[config.mk]
export PLATFORM = sky130hd
export DESIGN_NAME = barcode_rx_param
export DESIGN_NICKNAME = d
export VERILOG_FILES = /design/src/rtl/barcode_rx_param.sv
export SDC_FILE = /design/constraint.sdc
export NUM_CORES = 1
export LEC_CHECK = 0
export ABC_AREA = 0
export ABC_CLOCK_PERIOD_IN_PS = 2600
export CORE_MARGIN = 5
export CORE_UTILIZATION = 33
export CTS_BUF_LIST = sky130_fd_sc_hd__clkbuf_8
export CTS_CLUSTER_DIAMETER = 200
export DETAILED_ROUTE_END_ITERATION = 10
export PLACE_DENSITY_LB_ADDON = 0.1
export SETUP_SLACK_MARGIN = 0.2
export SLEW_MARGIN = 20
export SYNTH_ARGS = -nofsm -noshare
export SYNTH_HDL_FRONTEND = slang
export SYNTH_SLANG_ARGS = --single-unit
[constraint.sdc]
create_clock -name clk -period 2.6 [get_ports clk]
set_input_delay 0.52 -clock clk [delete_from_list [all_inputs] [get_ports clk]]
set_output_delay 0.52 -clock clk [all_outputs]
set_load 0.005 [all_outputs]
[src/rtl/barcode_rx_param.sv]
// Self-timed barcode receiver: learns the bit time from the start bit and decodes ID_W bits MSB first.
// Define BARCODE_PARITY_EN to expect one trailing even-parity bit per frame.
module barcode_rx_param #(
    parameter int ID_W     = 8,
    parameter int PREFIX_W = 2,
    parameter int TMR_W    = 22,
    parameter int TO_MULT  = 4
) (
    input  logic            clk,
    input  logic            rst,
    input  logic            BC,
    input  logic            clr_ID_vld,
    output logic [ID_W-1:0] ID,
    output logic            ID_vld,
    output logic            frame_err
);

`ifdef BARCODE_PARITY_EN
    localparam int NBITS = ID_W + 1;
`else
    localparam int NBITS = ID_W;
`endif
    localparam int TO_W  = TMR_W + $clog2(TO_MULT + 1);
    localparam int BCN_W = $clog2(NBITS + 1);

    typedef enum logic [2:0] {IDLE, START, WAIT_FALL, SAMPLE, CHECK} state_t;
    state_t state, state_nxt;

    logic             bc_s1, bc_s2, bc_s3;
    logic             fall, rise;
    logic [TO_W-1:0]  cnt;
    logic [TO_W-1:0]  to_limit;
    logic [TMR_W-1:0] t_s;
    logic [NBITS-1:0] shreg;
    logic [BCN_W-1:0] bit_cnt;
    logic [ID_W-1:0]  id_bits;
    logic             cnt_sat, prefix_ok, parity_ok;
    logic             cnt_clr, cnt_inc, ts_load, shift_en, accept, err_set, bits_clr;

    assign fall     = bc_s3 & ~bc_s2;
    assign rise     = ~bc_s3 & bc_s2;
    assign cnt_sat  = (cnt[TMR_W-1:0] == {TMR_W{1'b1}});
    assign to_limit = TO_W'(t_s) * TO_W'(TO_MULT);

`ifdef BARCODE_PARITY_EN
    assign id_bits   = shreg[NBITS-1:1];
    assign parity_ok = ~(^shreg);
`else
    assign id_bits   = shreg;
    assign parity_ok = 1'b1;
`endif

    generate
        if (PREFIX_W == 0) begin : g_no_prefix
            assign prefix_ok = 1'b1;
        end else begin : g_prefix
            assign prefix_ok = (id_bits[ID_W-1 -: PREFIX_W] == '0);
        end
    endgenerate

    // Next state and datapath controls; the counter is reused for start-bit timing, sampling and timeout
    always_comb begin
        state_nxt = state;
        cnt_clr   = 1'b0;
        cnt_inc   = 1'b0;
        ts_load   = 1'b0;
        shift_en  = 1'b0;
        accept    = 1'b0;
        err_set   = 1'b0;
        bits_clr  = 1'b0;
        unique case (state)
            IDLE: begin
                if (fall) begin
                    cnt_clr   = 1'b1;
                    bits_clr  = 1'b1;
                    state_nxt = START;
                end
            end
            START: begin
                if (rise) begin
                    if (cnt < TO_W'(2)) begin
                        err_set   = 1'b1;
                        state_nxt = IDLE;
                    end else begin
                        ts_load   = 1'b1;
                        cnt_clr   = 1'b1;
                        state_nxt = WAIT_FALL;
                    end
                end else if (cnt_sat) begin
                    err_set   = 1'b1;
                    state_nxt = IDLE;
                end else begin
                    cnt_inc = 1'b1;
                end
            end
            WAIT_FALL: begin
                if (fall) begin
                    cnt_clr   = 1'b1;
                    state_nxt = SAMPLE;
                end else if (cnt >= to_limit) begin
                    err_set   = 1'b1;
                    state_nxt = IDLE;
                end else begin
                    cnt_inc = 1'b1;
                end
            end
            SAMPLE: begin
                if (cnt == TO_W'(t_s)) begin
                    shift_en  = 1'b1;
                    cnt_clr   = 1'b1;
                    state_nxt = (bit_cnt == BCN_W'(NBITS - 1)) ? CHECK : WAIT_FALL;
                end else begin
                    cnt_inc = 1'b1;
                end
            end
            CHECK: begin
                state_nxt = IDLE;
                if (prefix_ok && parity_ok) begin
                    accept = 1'b1;
                end else begin
                    err_set = 1'b1;
                end
            end
            default: state_nxt = IDLE;
        endcase
    end

    always_ff @(posedge clk) begin
        if (rst) begin
            state     <= IDLE;
            bc_s1     <= 1'b1;
            bc_s2     <= 1'b1;
            bc_s3     <= 1'b1;
            cnt       <= '0;
            t_s       <= '0;
            shreg     <= '0;
            bit_cnt   <= '0;
            ID        <= '0;
            ID_vld    <= 1'b0;
            frame_err <= 1'b0;
        end else begin
            state <= state_nxt;
            bc_s1 <= BC;
            bc_s2 <= bc_s1;
            bc_s3 <= bc_s2;
            if (cnt_clr) begin
                cnt <= '0;
            end else if (cnt_inc) begin
                cnt <= cnt + TO_W'(1);
            end
            if (ts_load) begin
                t_s <= cnt[TMR_W-1:0];
            end
            if (bits_clr) begin
                bit_cnt <= '0;
            end else if (shift_en) begin
                bit_cnt <= bit_cnt + BCN_W'(1);
            end
            if (shift_en) begin
                shreg <= {shreg[NBITS-2:0], bc_s2};
            end
            frame_err <= err_set;
            // An accept outranks a simultaneous clear
            if (accept) begin
                ID     <= id_bits;
                ID_vld <= 1'b1;
            end else if (clr_ID_vld) begin
                ID_vld <= 1'b0;
            end
        end
    end

endmodule
# == Word-level counts from Yosys, hierarchy flattened ==
# Index checks and enable logic that the tools add are counted.
# totals
register_bits,75
latch_bits,0
ramBits,0
romBits,0
in_bits,4
output_inout_bits,10
wordCells,71
mem_count,0
# classes
addsub,2
multipliers,0
div_mod_pow,0
order_cmp,2
n_eq_ne,11
shift,0
muxes,34
n_bitwise,4
reduce_logical,7
# op_table
op,n
$add A25 B1 Y25 const B,1
$eq A25 B22 Y1,1
$ge A25 B24 Y1,1
$lt A25 B2 Y1 const B,1
$eq A22 B22 Y1 const B,1
$mux W1,22
$mux W3,7
$pmux W3 S4,1
$pmux W1 S3,3
$eq A3 B2 Y1 const B,2
$ne A3 B3 Y1 const B,2
$reduce_or A2 Y1,3
$add A4 B1 Y4 const B,1
$eq A4 B3 Y1 const B,1
$ne A2 B2 Y1 const B,2
$reduce_and A4 Y1,1
$eq A3 B1 Y1 const B,1
$eq A3 B3 Y1 const B,1
$logic_not A3 Y1,1
$and A1 B1 Y1,2
$logic_not A2 Y1,1
$mux W2,1
$not A1 Y1,2
$reduce_bool A2 Y1,1

# == Longest topological paths before layout ==
# depth
depth_word,5
mapped_depth,12
depth_no_buf,9

# == Worst setup path before layout ==
# Ideal clock, no wire load.
# synth_path
path_kind,flip-flop to flip-flop
from,register cnt[2]
to,register state[2]
setup_time_ps,88
arrival_time_ps,2467
required_time_ps,2512
setup_slack_ps,46
stages_incl_launch_ff,12
n_path_buf,2
period_less_slack_ps,2554
cell_sequence,dfxtp_1 -> buf_2 -> inv_1 -> ha_1 -> or3b_1 -> a311oi_2 -> a211oi_1 -> o41ai_4 -> o21a_4 -> buf_12 -> nand2_4 -> nor4_4
# synth_between
elab_chain_len,3
elab_cells_between_ends,7
cone_classes,order compare (1); eq/ne (5); reduce/logical (1)
# synth_lines
element,line,rtl
"start, declared",31,logic [TO_W-1:0] cnt;
"start signal, assigned",149,cnt <= cnt + TO_W'(1);
"$ge A25 B24 Y1, or another cell as far along",100,end else if (cnt >= to_limit) begin
$ne A3 B3 Y1 (no line) / $ne A2 B2 Y1 (equally long branches),-,
$reduce_and A4 Y1 (no line) (*),-,
"end signal, assigned",142,state <= state_nxt;
"end, declared",27,"state_t state, state_nxt;"
# Every way passes the cells marked *; elsewhere a longest branch is shown, timed or not.
# A chain may end at the register's enable or synchronous reset.

# == Worst setup path in the final report ==
# layout_path
from,register t_s[0]
to,register state[2]
# layout_between
elab_chain_len,3
elab_cells_between_ends,5
cone_classes,order compare (1); eq/ne (3); reduce/logical (1)
# layout_lines
element,line,rtl
"start, declared",33,logic [TMR_W-1:0] t_s;
"start signal, assigned",152,t_s <= cnt[TMR_W-1:0];
$ge A25 B24 Y1 / $eq A25 B22 Y1 (equally long branches),"100, 108",
$ne A3 B3 Y1 (no line) / $ne A2 B2 Y1 (equally long branches),-,
$reduce_and A4 Y1 (no line) (*),-,
# Marked as above.

==> results.sh <==
export IMPL_p_comb_share_pct=4.6
export IMPL_num_vias=3317
export IMPL_place_gp_congestion=0.794
export IMPL_max_freq_mhz=412
export IMPL_clkSlewWorstSetupHoldPaths_ns=0.10
export IMPL_grt_pass1_vias=3424
export IMPL_synth_edf_count=0
export IMPL_vias_per_cell=4.85
export IMPL_pin_count=14
export IMPL_power_frac_clock_pct=42.3
export IMPL_yosysSeqAreaShare_pct=34.8
export IMPL_slew_headroom_pct=62.5
export IMPL_cts_root_buf="clkbuf_8"
export IMPL_drc=0
export IMPL_setup_viol=0
export IMPL_crit_type="register to register"
export IMPL_skew_ns=0.0136
export IMPL_p_total_mw=2.17
export IMPL_p_leak_nw=2.08
export IMPL_cpPeakStageDelay_ns=0.37
export IMPL_hold_end="bc_s2"
export IMPL_cp_top_family="compound AO/OA/AOI/OAI gates"
export IMPL_numCtsBuffers=9
export IMPL_critPathArrivalTime_ns=2.73
export IMPL_crit_path_max_fanout=6
export IMPL_synthCells=485
export IMPL_slew_viol_final=0
export IMPL_max_cap_violations=0
export IMPL_min_period_ns=2.43
export IMPL_hold_viol_final=0
export IMPL_synth_top_area_cell="dfxtp_1"
export IMPL_rsz0062_at_grt="true"
export IMPL_antenna_found_initial=0
export IMPL_reg2regPathDepth=9
export IMPL_yosys_warnings=0
export IMPL_yosys_cell_count_top_type="dfxtp_1"
export IMPL_cts_tree="built"
export IMPL_hold_class="register to register"
export IMPL_critPathRequiredTime_ns=2.90
export IMPL_drive_gt1_share_pct=19.1
export IMPL_cts_buffer_depth=2
export IMPL_cp_slowest_cell="dfxtp_1"
export IMPL_worstMarginPinSlew_ns=0.562
export IMPL_synth_cell_types=51
export IMPL_wl_per_cell_um=15.8
export IMPL_synth_commonest_cells="dfxtp_1 (75), mux2i_1 (59), nor2_1 (49), nand2_1 (42), nand2b_1 (30)"
export IMPL_cp_num_buf_inv=1
export IMPL_core_area_sq_um=12700
export IMPL_synthTopCellsByArea="dfxtp_1 (35%), mux2i_1 (14%), ha_1 (7.0%), nand2b_1 (4.3%), nor2_1 (4.3%)"
export IMPL_crit_chain="ha_4 -> or3b_4 -> a311oi_2 -> a211oi_2 -> o41ai_4 -> o21a_4 -> buf_12 -> nand2_4 -> nor4_4"
export IMPL_end_kind="register"
export IMPL_io_buffers=13
export IMPL_reg2reg_from="t_s[0]"
export IMPL_p_int_mw=1.57
export IMPL_gr_total_overflow=0
export IMPL_syn_nets=513
export IMPL_ctsHoldBuffers=0
export IMPL_swShare_pct=27.7
export IMPL_core_rowCount=41
export IMPL_tns_ns=0
export IMPL_routed_wl_um=10800
export IMPL_synth_avg_cell_area_sq_um=8.90
export IMPL_p_per_area_nw_per_um2=426
export IMPL_async_reset_ff_share_pct=0
export IMPL_die_h_um=124
export IMPL_firstDrtPassIters=5
export IMPL_die_w_um=124
export IMPL_track_usage_pct=14.1
export IMPL_ant_nets=0
export IMPL_start_kind="register"
export IMPL_hold_depth=1
export IMPL_htree_levels=3
export IMPL_switchingPower_mw=0.602
export IMPL_syn2layout_area_growth_pct=18.1
export IMPL_cts_sinks=75
export IMPL_synth_seq_cells=75
export IMPL_antenna_cells=0
export IMPL_synthFlopType="dfxtp_1"
export IMPL_p_seq_share_pct=53.2
export IMPL_fin_crit_sh_pct=93.4
export IMPL_dpl_hpwl_um=7290
export IMPL_die_area_sq_um=15500
export IMPL_hold_path_startpoint="bc_s1"
export IMPL_status="complete, no violations"
export IMPL_drtIter0Drc=163
export IMPL_syn_area_sq_um=4320
export IMPL_start_util_pct=33.9
export IMPL_grt_max_degree=48
export IMPL_clk_latency_ns=0.38
export IMPL_ir_drop_mv=0.356
export IMPL_synth_top_area_share_pct=34.8
export IMPL_r2r_slack_ns=0.17
export IMPL_nets=535
export IMPL_r2r_end="state[2]"
export IMPL_grt_pass1_wl_um=17600
stage by stage:
step	util, %	hold WS (ns)	cells	setup WS (ns)	cell area (sq um)
2_1_floorplan	-	0.389	485	0.226	4330
3_3_place_gp	36.9	0.406	660	0.130	4700
3_5_place_dp	36.9	0.406	660	0.106	4700
4_1_cts	38.8	0.428	677	0.183	4930
5_1_grt	40.1	0.437	684	0.101	5100
6_report	40.1	0.426	684	0.172	5100
cells by family after synthesis:
kind of cell               count (synthesis)  synth area share, %
AOI/OAI and AO/OA                         60                 10.3
xor gates and xnor gates                  25                 5.07
adders and majority gates                 24                 6.95
buffers and inverters                     53                 6.14
DFF                                       75                 34.8
muxes                                     59                 13.7
and+or+nand+nor                          189                 23.1
metal layers:
metal	wire (um)	GRT usage [%]
met3	344	3.43
met2	4910	23.0
met5	0	0
met1	5360	18.1
met4	179	5.22
state kept, by name, summed over array words and instances (netlist names):
signal,cells
cnt,25
t_s,22
ID,8
id_bits,8
bit_cnt,4
state,3
ID_vld,1
bc_s1,1
bc_s2,1
bc_s3,1
frame_err,1
worst max path at each step:
stage / start / to / slack, ns / depth (start not counted)
global route: cnt[2] / cnt[11] / 0.10 / 10
global placement: cnt[12] / cnt[7] / 0.13 / 9
CTS: cnt[2] / state[2] / 0.18 / 10
detailed placement: cnt[12] / cnt[8] / 0.11 / 9
finish: t_s[0] / state[2] / 0.17 / 9
floorplan: cnt[2] / state[2] / 0.23 / 11
power by group through the flow:
stage               sequential [mW]  clock (mW)  combinational [mW]
floorplan                      1.18           0              0.0636
global placement               1.18           0              0.0869
detailed placement             1.18           0              0.0879
CTS                            1.15       0.970              0.0883
global route                   1.16        1.03               0.109
finish                         1.15       0.918              0.0992
cell usage in the layout, fill, tap and decap left out, types with 4 or more instances in the layout:
cell type | synthesis | layout
dfxtp_1 | 75 | 64
nand2_1 | 42 | 42
and2_1 | 4 | 4
dfxtp_2 | 0 | 11
nor4_1 | 8 | 6
nand2b_1 | 30 | 30
xnor2_1 | 5 | 5
a21oi_1 | 17 | 14
o21ai_1 | 4 | 4
clkdlybuf4s50_1 | 0 | 12
inv_1 | 23 | 22
nand4_1 | 12 | 12
and3_1 | 6 | 6
nor2_1 | 49 | 49
xor2_1 | 20 | 20
clkbuf_8 | 0 | 9
o21ai_0 | 5 | 4
buf_12 | 2 | 4
a21oi_2 | 16 | 18
mux2i_1 | 59 | 59
or2_2 | 4 | 4
ha_1 | 24 | 23
nand3_1 | 12 | 11
buf_4 | 6 | 20
timing repair:
item | 4_1_cts | 5_1_grt
setup buffers | 1 | 5
cloned | 0 | 2
pin swaps | 2 | 5
setup endpoints to repair | 27 | 49
resized for setup | 6 | 22
layout make-up:
cell class	count	area (sq um)
clock buffers	9	124
inverters	24	90.1
flip-flops and latches	75	1520
well taps	172	215
clock inverters	7	81.3
repair buffers	40	417
fillers	1357	7620
multi-input cells	357	2660
No activity file was read; power rests on OpenSTA's default activity.
